==> config.mk <==
export PLATFORM = sky130hd
export DESIGN_NAME = des_key_schedule
export DESIGN_NICKNAME = d
export VERILOG_FILES = /design/src/rtl/des_key_schedule.sv
export SDC_FILE = /design/constraint.sdc
export NUM_CORES = 1
export LEC_CHECK = 0
export CAP_MARGIN = 20
export CORE_MARGIN = 1.5
export CORE_UTILIZATION = 30
export DETAILED_ROUTE_END_ITERATION = 16
export GPL_TIMING_DRIVEN = 1
export HOLD_SLACK_MARGIN = 0.03
export PLACE_DENSITY = 0.54
export SYNTH_ARGS = -nofsm -noshare
export SYNTH_HDL_FRONTEND = slang
export SYNTH_SLANG_ARGS = --single-unit
export TNS_END_PERCENT = 100
==> constraint.sdc <==
create_clock -name clk -period 2.5 [get_ports clk]
set_clock_uncertainty 0.05 [all_clocks]
set_input_delay 0.25 -clock clk [delete_from_list [all_inputs] [get_ports clk]]
set_output_delay 0.25 -clock clk [all_outputs]
set_load 0.01 [all_outputs]
==> src/rtl/des_key_schedule.sv <==
// -----------------------------------------------------------------------------
// des_key_schedule
//   Sequential DES key schedule. Takes one 56-bit PC-1 key and emits the 16
//   48-bit round subkeys, one per accepted valid/ready handshake. The order is
//   K1..K16 when e=1 (encrypt) and K16..K1 when e=0 (decrypt).
//
// Ports
//   clk        rising-edge clock
//   rst        asynchronous active-high reset
//   start      begin a schedule (sampled only in IDLE)
//   e          1 = encrypt order, 0 = decrypt order (latched with start)
//   key[55:0]  PC-1 key, C0 = key[55:28], D0 = key[27:0] (latched with start)
//   ready      downstream accepts the current subkey
//   subkey     PC-2 of the current C,D registers
//   subkey_vld subkey valid (RUN state)
//   round      index of current subkey, 0..15 = K1..K16
//   busy       schedule in progress
//   done       one-cycle pulse after the 16th subkey is accepted
//
// Configuration macro
//   KS_ZEROIZE_EN : clear C/D on entry to FIN and force subkey to 0 whenever
//                   subkey_vld is low, so no key material lingers after done.
// -----------------------------------------------------------------------------
module des_key_schedule #(
  parameter int ROUNDS   = 16,
  parameter int KEY_W    = 56,
  parameter int SUBKEY_W = 48
) (
  input  logic                clk,
  input  logic                rst,
  input  logic                start,
  input  logic                e,
  input  logic [KEY_W-1:0]    key,
  input  logic                ready,
  output logic [SUBKEY_W-1:0] subkey,
  output logic                subkey_vld,
  output logic [3:0]          round,
  output logic                busy,
  output logic                done
);

  typedef enum logic [1:0] {S_IDLE, S_LOAD, S_RUN, S_FIN} state_t;

  localparam logic [3:0] LAST_CNT = 4'(ROUNDS - 1);

  // PC-2 selection table in DES numbering (bit 1 = MSB of the 56-bit C||D).
  localparam logic [5:0] PC2_TAB [48] = '{
    6'd14, 6'd17, 6'd11, 6'd24, 6'd1,  6'd5,
    6'd3,  6'd28, 6'd15, 6'd6,  6'd21, 6'd10,
    6'd23, 6'd19, 6'd12, 6'd4,  6'd26, 6'd8,
    6'd16, 6'd7,  6'd27, 6'd20, 6'd13, 6'd2,
    6'd41, 6'd52, 6'd31, 6'd37, 6'd47, 6'd55,
    6'd30, 6'd40, 6'd51, 6'd45, 6'd33, 6'd48,
    6'd44, 6'd49, 6'd39, 6'd56, 6'd34, 6'd53,
    6'd46, 6'd42, 6'd50, 6'd36, 6'd29, 6'd32
  };

  // Rotation amount for DES round n (1-based).
  function automatic logic [1:0] shift_amt(input logic [4:0] n);
    logic [1:0] amt;
    case (n)
      5'd1, 5'd2, 5'd9, 5'd16: amt = 2'd1;
      default:                 amt = 2'd2;
    endcase
    return amt;
  endfunction

  function automatic logic [27:0] rotl28(input logic [27:0] x, input logic [1:0] amt);
    return (amt == 2'd2) ? {x[25:0], x[27:26]} : {x[26:0], x[27]};
  endfunction

  function automatic logic [27:0] rotr28(input logic [27:0] x, input logic [1:0] amt);
    return (amt == 2'd2) ? {x[1:0], x[27:2]} : {x[0], x[27:1]};
  endfunction

  state_t      r_state;
  state_t      w_state_nxt;
  logic [27:0] r_c;
  logic [27:0] r_d;
  logic [3:0]  r_cnt;
  logic        r_e;

  logic [1:0]  w_amt;
  logic [27:0] w_c_step;
  logic [27:0] w_d_step;
  logic [55:0] w_cd;
  logic [47:0] w_pc2;
  logic        w_run;
  logic        w_accept;

  assign w_cd     = {r_c, r_d};
  assign w_run    = (r_state == S_RUN);
  assign w_accept = w_run & ready;

  // PC-2 compression: DES bit p of C||D lives at w_cd[56-p].
  for (genvar g = 0; g < 48; g++) begin : g_pc2
    assign w_pc2[47-g] = w_cd[56-PC2_TAB[g]];
  end

  // Per-handshake rotation: encrypt looks ahead to round cnt+2, decrypt
  // undoes the shift of the round just issued, K(16-cnt).
  always_comb begin
    w_amt    = 2'd1;
    w_c_step = r_c;
    w_d_step = r_d;
    if (r_e) begin
      w_amt    = shift_amt({1'b0, r_cnt} + 5'd2);
      w_c_step = rotl28(r_c, w_amt);
      w_d_step = rotl28(r_d, w_amt);
    end else begin
      w_amt    = shift_amt(5'd16 - {1'b0, r_cnt});
      w_c_step = rotr28(r_c, w_amt);
      w_d_step = rotr28(r_d, w_amt);
    end
  end

  // Next-state logic.
  always_comb begin
    w_state_nxt = r_state;
    case (r_state)
      S_IDLE: begin
        if (start) w_state_nxt = S_LOAD;
        else       w_state_nxt = S_IDLE;
      end
      S_LOAD: w_state_nxt = S_RUN;
      S_RUN: begin
        if (w_accept && (r_cnt == LAST_CNT)) w_state_nxt = S_FIN;
        else                                 w_state_nxt = S_RUN;
      end
      S_FIN:   w_state_nxt = S_IDLE;
      default: w_state_nxt = S_IDLE;
    endcase
  end

  // State, key halves and round counter.
  always_ff @(posedge clk or posedge rst) begin
    if (rst) begin
      r_state <= S_IDLE;
      r_c     <= 28'd0;
      r_d     <= 28'd0;
      r_cnt   <= 4'd0;
      r_e     <= 1'b0;
    end else begin
      r_state <= w_state_nxt;
      case (r_state)
        S_IDLE: begin
          if (start) begin
            r_c <= key[KEY_W-1:KEY_W/2];
            r_d <= key[KEY_W/2-1:0];
            r_e <= e;
          end
        end
        S_LOAD: begin
          // Decrypt starts from C0,D0 unchanged since C16,D16 == C0,D0.
          if (r_e) begin
            r_c <= rotl28(r_c, 2'd1);
            r_d <= rotl28(r_d, 2'd1);
          end
          r_cnt <= 4'd0;
        end
        S_RUN: begin
          if (w_accept) begin
            if (r_cnt != LAST_CNT) begin
              r_cnt <= r_cnt + 4'd1;
              r_c   <= w_c_step;
              r_d   <= w_d_step;
            end else begin
`ifdef KS_ZEROIZE_EN
              r_c <= 28'd0;
              r_d <= 28'd0;
`else
              r_c <= r_c;
              r_d <= r_d;
`endif
            end
          end
        end
        default: begin
        end
      endcase
    end
  end

  // Output decode from the state register.
  always_comb begin
    subkey_vld = w_run;
    busy       = w_run;
    done       = (r_state == S_FIN);
    round      = 4'd0;
    if (w_run) begin
      round = r_e ? r_cnt : (LAST_CNT - r_cnt);
    end else begin
      round = 4'd0;
    end
`ifdef KS_ZEROIZE_EN
    subkey = w_run ? w_pc2 : 48'd0;
`else
    subkey = w_pc2;
`endif
  end

endmodule

# Word-level counts from Yosys, hierarchy flattened
# Index checks and enable logic that the tools add are counted.
word_totals:
  register_bits: 63
  latchBits: 0
  ram_bits: 0
  elab_cells: 66
  mem_count: 0
  out_inout_bits: 55
  rom_bits: 0
  in_bits: 61
classes:
  n_bitwise: 1
  multipliers: 0
  n_shift: 0
  n_addsub: 4
  order_cmp: 0
  n_reduce_logical: 9
  div: 0
  muxes: 28
  eq_ne: 19
ops:
  columns: ["cell", "count"]
  rows:
  - ["2-to-1 mux 28 bit", 14]
  - ["case mux 28 bit (3 select lines)", 2]
  - ["2-to-1 mux 4 bit", 4]
  - ["equality test 5 x 1 -> 1 bit, second input constant", 2]
  - ["equality test 5 x 2 -> 1 bit, second input constant", 2]
  - ["equality test 5 x 4 -> 1 bit, second input constant", 2]
  - ["equality test 5 bit, second input constant", 2]
  - ["equality test 2 bit, second input constant", 4]
  - ["2-to-1 mux 2 bit", 4]
  - ["case mux 2 bit (4 select lines)", 1]
  - ["case mux 4 bit (2 select lines)", 1]
  - ["OR reduction 4 bit", 2]
  - ["adder 4 x 2 -> 5 bit, second input constant", 1]
  - ["AND reduction 5 bit", 1]
  - ["subtractor 5 x 4 -> 5 bit, first input constant", 1]
  - ["adder 4 x 1 -> 4 bit, second input constant", 1]
  - ["equality test 4 bit, second input constant", 1]
  - ["!= test 2 x 1 -> 1 bit, second input constant", 2]
  - ["!= test 2 bit, second input constant", 2]
  - ["!= test 4 bit, second input constant", 1]
  - ["subtractor 4 bit, first input constant", 1]
  - ["AND reduction 3 bit", 1]
  - ["nonzero test 3 bit", 1]
  - ["equality test 2 x 1 -> 1 bit, second input constant", 1]
  - ["6 further kinds", 7]

# Logic depth before layout (Yosys ltp)
logic_depth:
  depth_word: 11
  mapped_depth: 9
  mapped_depth_nobuf: 7

# Worst setup path before layout
# OpenSTA, ideal clock, no wires.
synth_timing:
  path_type: "register to register"
  startpoint: "reg r_cnt[1]"
  endpoint: "reg r_c[0]"
  n_path_buf: 2
  slack_ns: 0.092
  arrival_ns: 2.257
  synth_period_minus_slack_ns: 2.408
  path_stages_with_launch: 10
  setup_ns: 0.101
  cell_sequence: "dfrtp_1 -> inv_1 -> ha_1 -> nand2b_1 -> a21oi_1 -> o22ai_1 -> buf_2 -> clkbuf_1 -> mux2_2 -> o32ai_1"
synth_via:
  elab_chain_len: 11
synth_lines:
  columns: ["element", "line", "text"]
  rows:
  - ["start, declared", "80", "logic [3:0] r_cnt;"]
  - ["start signal, assigned", "164", "r_cnt <= r_cnt + 4'd1;"]
  - ["subtractor 5 x 4 -> 5 bit or adder 4 x 2 -> 5 bit (tied branches)", "111, 107", null]
  - ["equality test 5 x 1 -> 1 bit, or another cell as far along", "61", "case (n)"]
  - ["OR reduction 4 bit", "61", null]
  - ["2-to-1 mux 2 bit", "61", null]
  - ["2-to-1 mux 2 bit", "106", "if (r_e) begin"]
  - ["equality test 2 bit (on tied branches)", "73, 69", null]
  - ["2-to-1 mux 28 bit (on tied branches)", "73, 69", null]
  - ["2-to-1 mux 28 bit", "106", null]
  - ["2-to-1 mux 28 bit", "163", "if (r_cnt != LAST_CNT) begin"]
  - ["2-to-1 mux 28 bit", "162", "if (w_accept) begin"]
  - ["case mux 28 bit (3 select lines)", "145", "case (r_state)"]
  - ["end signal, assigned", "148", "r_c <= key[KEY_W-1:KEY_W/2];"]
  - ["end signal, assigned", "165", "r_c <= w_c_step;"]
  - ["end signal, assigned", "172", "r_c <= r_c;"]
  - ["end, declared", "78", "logic [27:0] r_c;"]
# Several ways; a longest one is shown, not always the timed one. The select of a mux whose other input is x is not followed.
# A chain may end at the register's enable or synchronous reset.

# Final worst setup path
layout_timing:
  startpoint: "reg r_cnt[0]"
  endpoint: "reg r_d[3]"
layout_via:
  elab_chain_len: 11
layout_lines:
  columns: ["element", "line", "text"]
  rows:
  - ["subtractor 5 x 4 -> 5 bit or adder 4 x 2 -> 5 bit (tied branches)", "111, 107", null]
  - ["equality test 5 x 1 -> 1 bit, or another cell as far along", "61", null]
  - ["OR reduction 4 bit", "61", null]
  - ["2-to-1 mux 2 bit", "61", null]
  - ["2-to-1 mux 2 bit", "106", null]
  - ["equality test 2 bit (on tied branches)", "73, 69", null]
  - ["2-to-1 mux 28 bit (on tied branches)", "73, 69", null]
  - ["2-to-1 mux 28 bit", "106", null]
  - ["2-to-1 mux 28 bit", "163", null]
  - ["2-to-1 mux 28 bit", "162", null]
  - ["case mux 28 bit (3 select lines)", "145", null]
  - ["end signal, assigned", "149", "r_d <= key[KEY_W/2-1:0];"]
  - ["end signal, assigned", "166", "r_d <= w_d_step;"]
  - ["end signal, assigned", "173", "r_d <= r_d;"]
  - ["end, declared", "79", "logic [27:0] r_d;"]
# Several ways; a longest one is shown, not always the timed one. The select of a mux whose other input is x is not followed.

==> results.md <==
* Max Cap Viol at 0
* Syn Inst Count at 829
* Worst-margin pin slew at 763.9 ps
* Final Hold Vio Count at 0
* Clock root buffer master: clkbuf_16
* Row count at 53
* Largest net degree at the start of global routing at 60
* Avg Inst Size Synth at 7.699 µm²
* Routability cong. at 0.7799
* Syn nets at 901
* DR top layer: met4
* Area post-placement at 7687 µm²
* Cell Area, Synth at 6382 µm²
* Crit Path Class: register to register
* DP Wirelength at 13320 µm
* Hold slack at 143.4 ps
* Met3 WL at 1422 µm
* Fin area at 8149 µm²
* Placed cells at 1120
* DRT Pass-1 Iters at 7
* Via density at 5.720
* Worst skew pair latency at 340 ps
* Final setup fails at 0
* Yosys warnings at 0
* Crit-path leading delay family: compound AO/OA/AOI/OAI gates
* Fraction of layout cells with a size suffix above 1 at 13.76%
* Die Area at 22160 µm²
* CTS tree: yes
* FF+latch count, synth at 63
* Async set or reset register ratio after synthesis at 100.0%
* Horiz. Die Dim at 148.9 µm
* Synthesis-to-finish area growth at 27.68%
* # diodes at 0
* Initial antenna violation count at 0
* Crit path arrival time at 2610 ps
* Final slew viol count at 0
* PwrDens at 1544 nW/µm²
* Clock Sinks at 63
* Cell variety after synth at 36
* CTS H-tree depth at 3
* FF-to-FF path depth at 9
* IO buf count at 115
* Die H at 148.9 µm
* Number of enable flip-flop cells after synthesis at 0
* Met2 WL at 10760 µm
* Critical path depth at 9
* Clock tree buffer depth at 2
* Fin crit period at 2429 ps
* First-pass GRT wire length at 34120 µm
* Leakage power total at 2.997 nW
* Max stage delay on crit path at 430 ps
* F_max at 411.7 MHz
* Drt total wl at 22260 µm
* Startpoint Class: register
* Max_slew headroom at 49.07%
* Outcome: finished clean
* Overall Global Routing Usage at 19.25%
* Non-filler cells, final at 1140
* Unrepaired setup endpoints after global routing: false
* WL met1 at 9848 µm
* WP data required at 2680 ps
* DR WL/cell at 19.53 µm
* Sequential fraction of the synthesis area at 24.70%
* Slowest-stage cell, CP: dfrtp_2
* Vias at 6521
* Number of global-route vias before repair at 6252
* Total CTS buffers at 9
* Hold WC Path Type: primary input to asynchronous set/reset pin
* Ys flop type: dfrtp_1
* CP Max Fanout at 19
* Final routed DRC violation total at 0
* Core box area at 20960 µm²
* Worst vdd ir at 0.0005509 V
* GRT Residual Overflow at 0
* DRT iter0 DRCs at 508
* NumNets Final at 932
* Reg clk slew, reported paths at 60 ps
* Crit share post-route at 97.15%
* # IOs at 116
* Crit. End Element: register
* Antenna-violating nets left at 0
* CP bufs+invs at 3
* CP Cell Sequence: inv_1, ha_1, a21boi_1, o2111ai_4, buf_12, clkbuf_16, a21oi_1, or3_1, o32ai_1
* Initial core utilization at 30.46%
[flip-flops by register name, indices dropped and copies added (netlist names)]
| register | flops |
|---|---|
| r_c | 28 |
| r_d | 28 |
| r_cnt | 4 |
| r_state | 2 |
| r_e | 1 |
[repair_timing]
| item | 4_1_cts | 5_1_grt |
|---|---|---|
| gates resized for setup | 0 | 12 |
| setup endpoints to repair | 0 | 46 |
| hold endpoints to repair | 0 | 0 |
| hold buffers | 0 | 0 |
| setup buffers | 0 | 1 |
[cell families after synthesis]
family          count (synthesis)  synth area share (%)
buf+inv                       143                 12.17
simple gates                  307                 22.84
fa+ha+maj                      11                 2.156
flops                          63                 24.70
xor+xnor                        5                0.6861
compound gates                242                 27.23
mux                            58                 10.21
[through the flow]
stage | utilization [%] | total power [mW] | setup TNS [ps] | setup slack, ps
2_1_floorplan | - | 8.315 | 0 | 92.15
3_3_place_gp | 36.69 | 10.99 | -17.75 | -7.730
3_5_place_dp | 36.69 | 11.01 | -754.9 | -36.89
4_1_cts | 38.16 | 12.41 | 0 | 52.29
5_1_grt | 38.89 | 13.54 | 0 | 7.464
6_report | 38.89 | 12.58 | 0 | 71.23
[placed cells by master (no fill, tap or decap), types with 13 or more instances in the layout]
master           instances
or3_1                   56
a21oi_1                 59
nor2_1                 174
nor2b_1                 58
buf_4                   13
o32ai_1                 51
dfrtp_1                 60
o22ai_1                 59
a311oi_1                56
mux2_2                  47
buf_12                  18
clkdlybuf4s50_1        115
[per-layer routing]
layer  track usage, %  vias up
li1                 -     3110
met1            24.74     3158
met2            32.93      236
met3            3.761       17
met4            5.000        0
met5                0        -
[report_power, final]
| group | switching (mW) | total (mW) | internal, mW |
|---|---|---|---|
| Combinational | 4.50 | 8.58 | 4.08 |
| Clock | 0.514 | 1.34 | 0.825 |
| Sequential | 1.08 | 2.66 | 1.58 |
| Total | 6.10 | 12.6 | 6.48 |
[area by class of cell]
type | instances | area (µm²)
Fill cell | 2161 | 12810
Multi-Input combinational cell | 623 | 4153
Timing Repair Buffer | 152 | 1722
Sequential cell | 63 | 1580
Tap cell | 275 | 344.1
Clock buffer | 11 | 252.7
Clock inverter | 5 | 56.30
Inverter | 11 | 41.29
[cell usage after synthesis, types with 2 or more instances]
library cell	instances	share of area [%]
or3_1	56	5.5
dfrtp_1	63	25
a21boi_1	2	0.24
nor2_1	174	10
a21oi_1	60	4.7
nor2b_1	58	5.7
xor2_1	4	0.55
buf_6	5	0.88
o31ai_1	2	0.24
nand3_1	4	0.31
buf_2	11	0.86
mux2_2	47	8.3
buf_4	50	5.9
nand2_1	8	0.47
clkbuf_1	64	3.8
ha_1	11	2.2
o32ai_1	56	7.7
nand2b_1	2	0.20
inv_1	11	0.65
mux2_1	10	1.8
nor3_1	2	0.16
o22ai_1	60	5.9
a311oi_1	56	7.7
[final timing paths]
check	startpoint	end	slack, ps
max	r_cnt[0]	r_d[3]	70
min	rst	r_c[12]	140
max reg2reg	r_cnt[0]	r_d[3]	70
min reg2reg	r_c[19]	r_c[19]	600
max in group asynchronous	rst	r_cnt[0]	1600
min in group clk	e	r_e	490
Power figures use the tool's default switching activity.
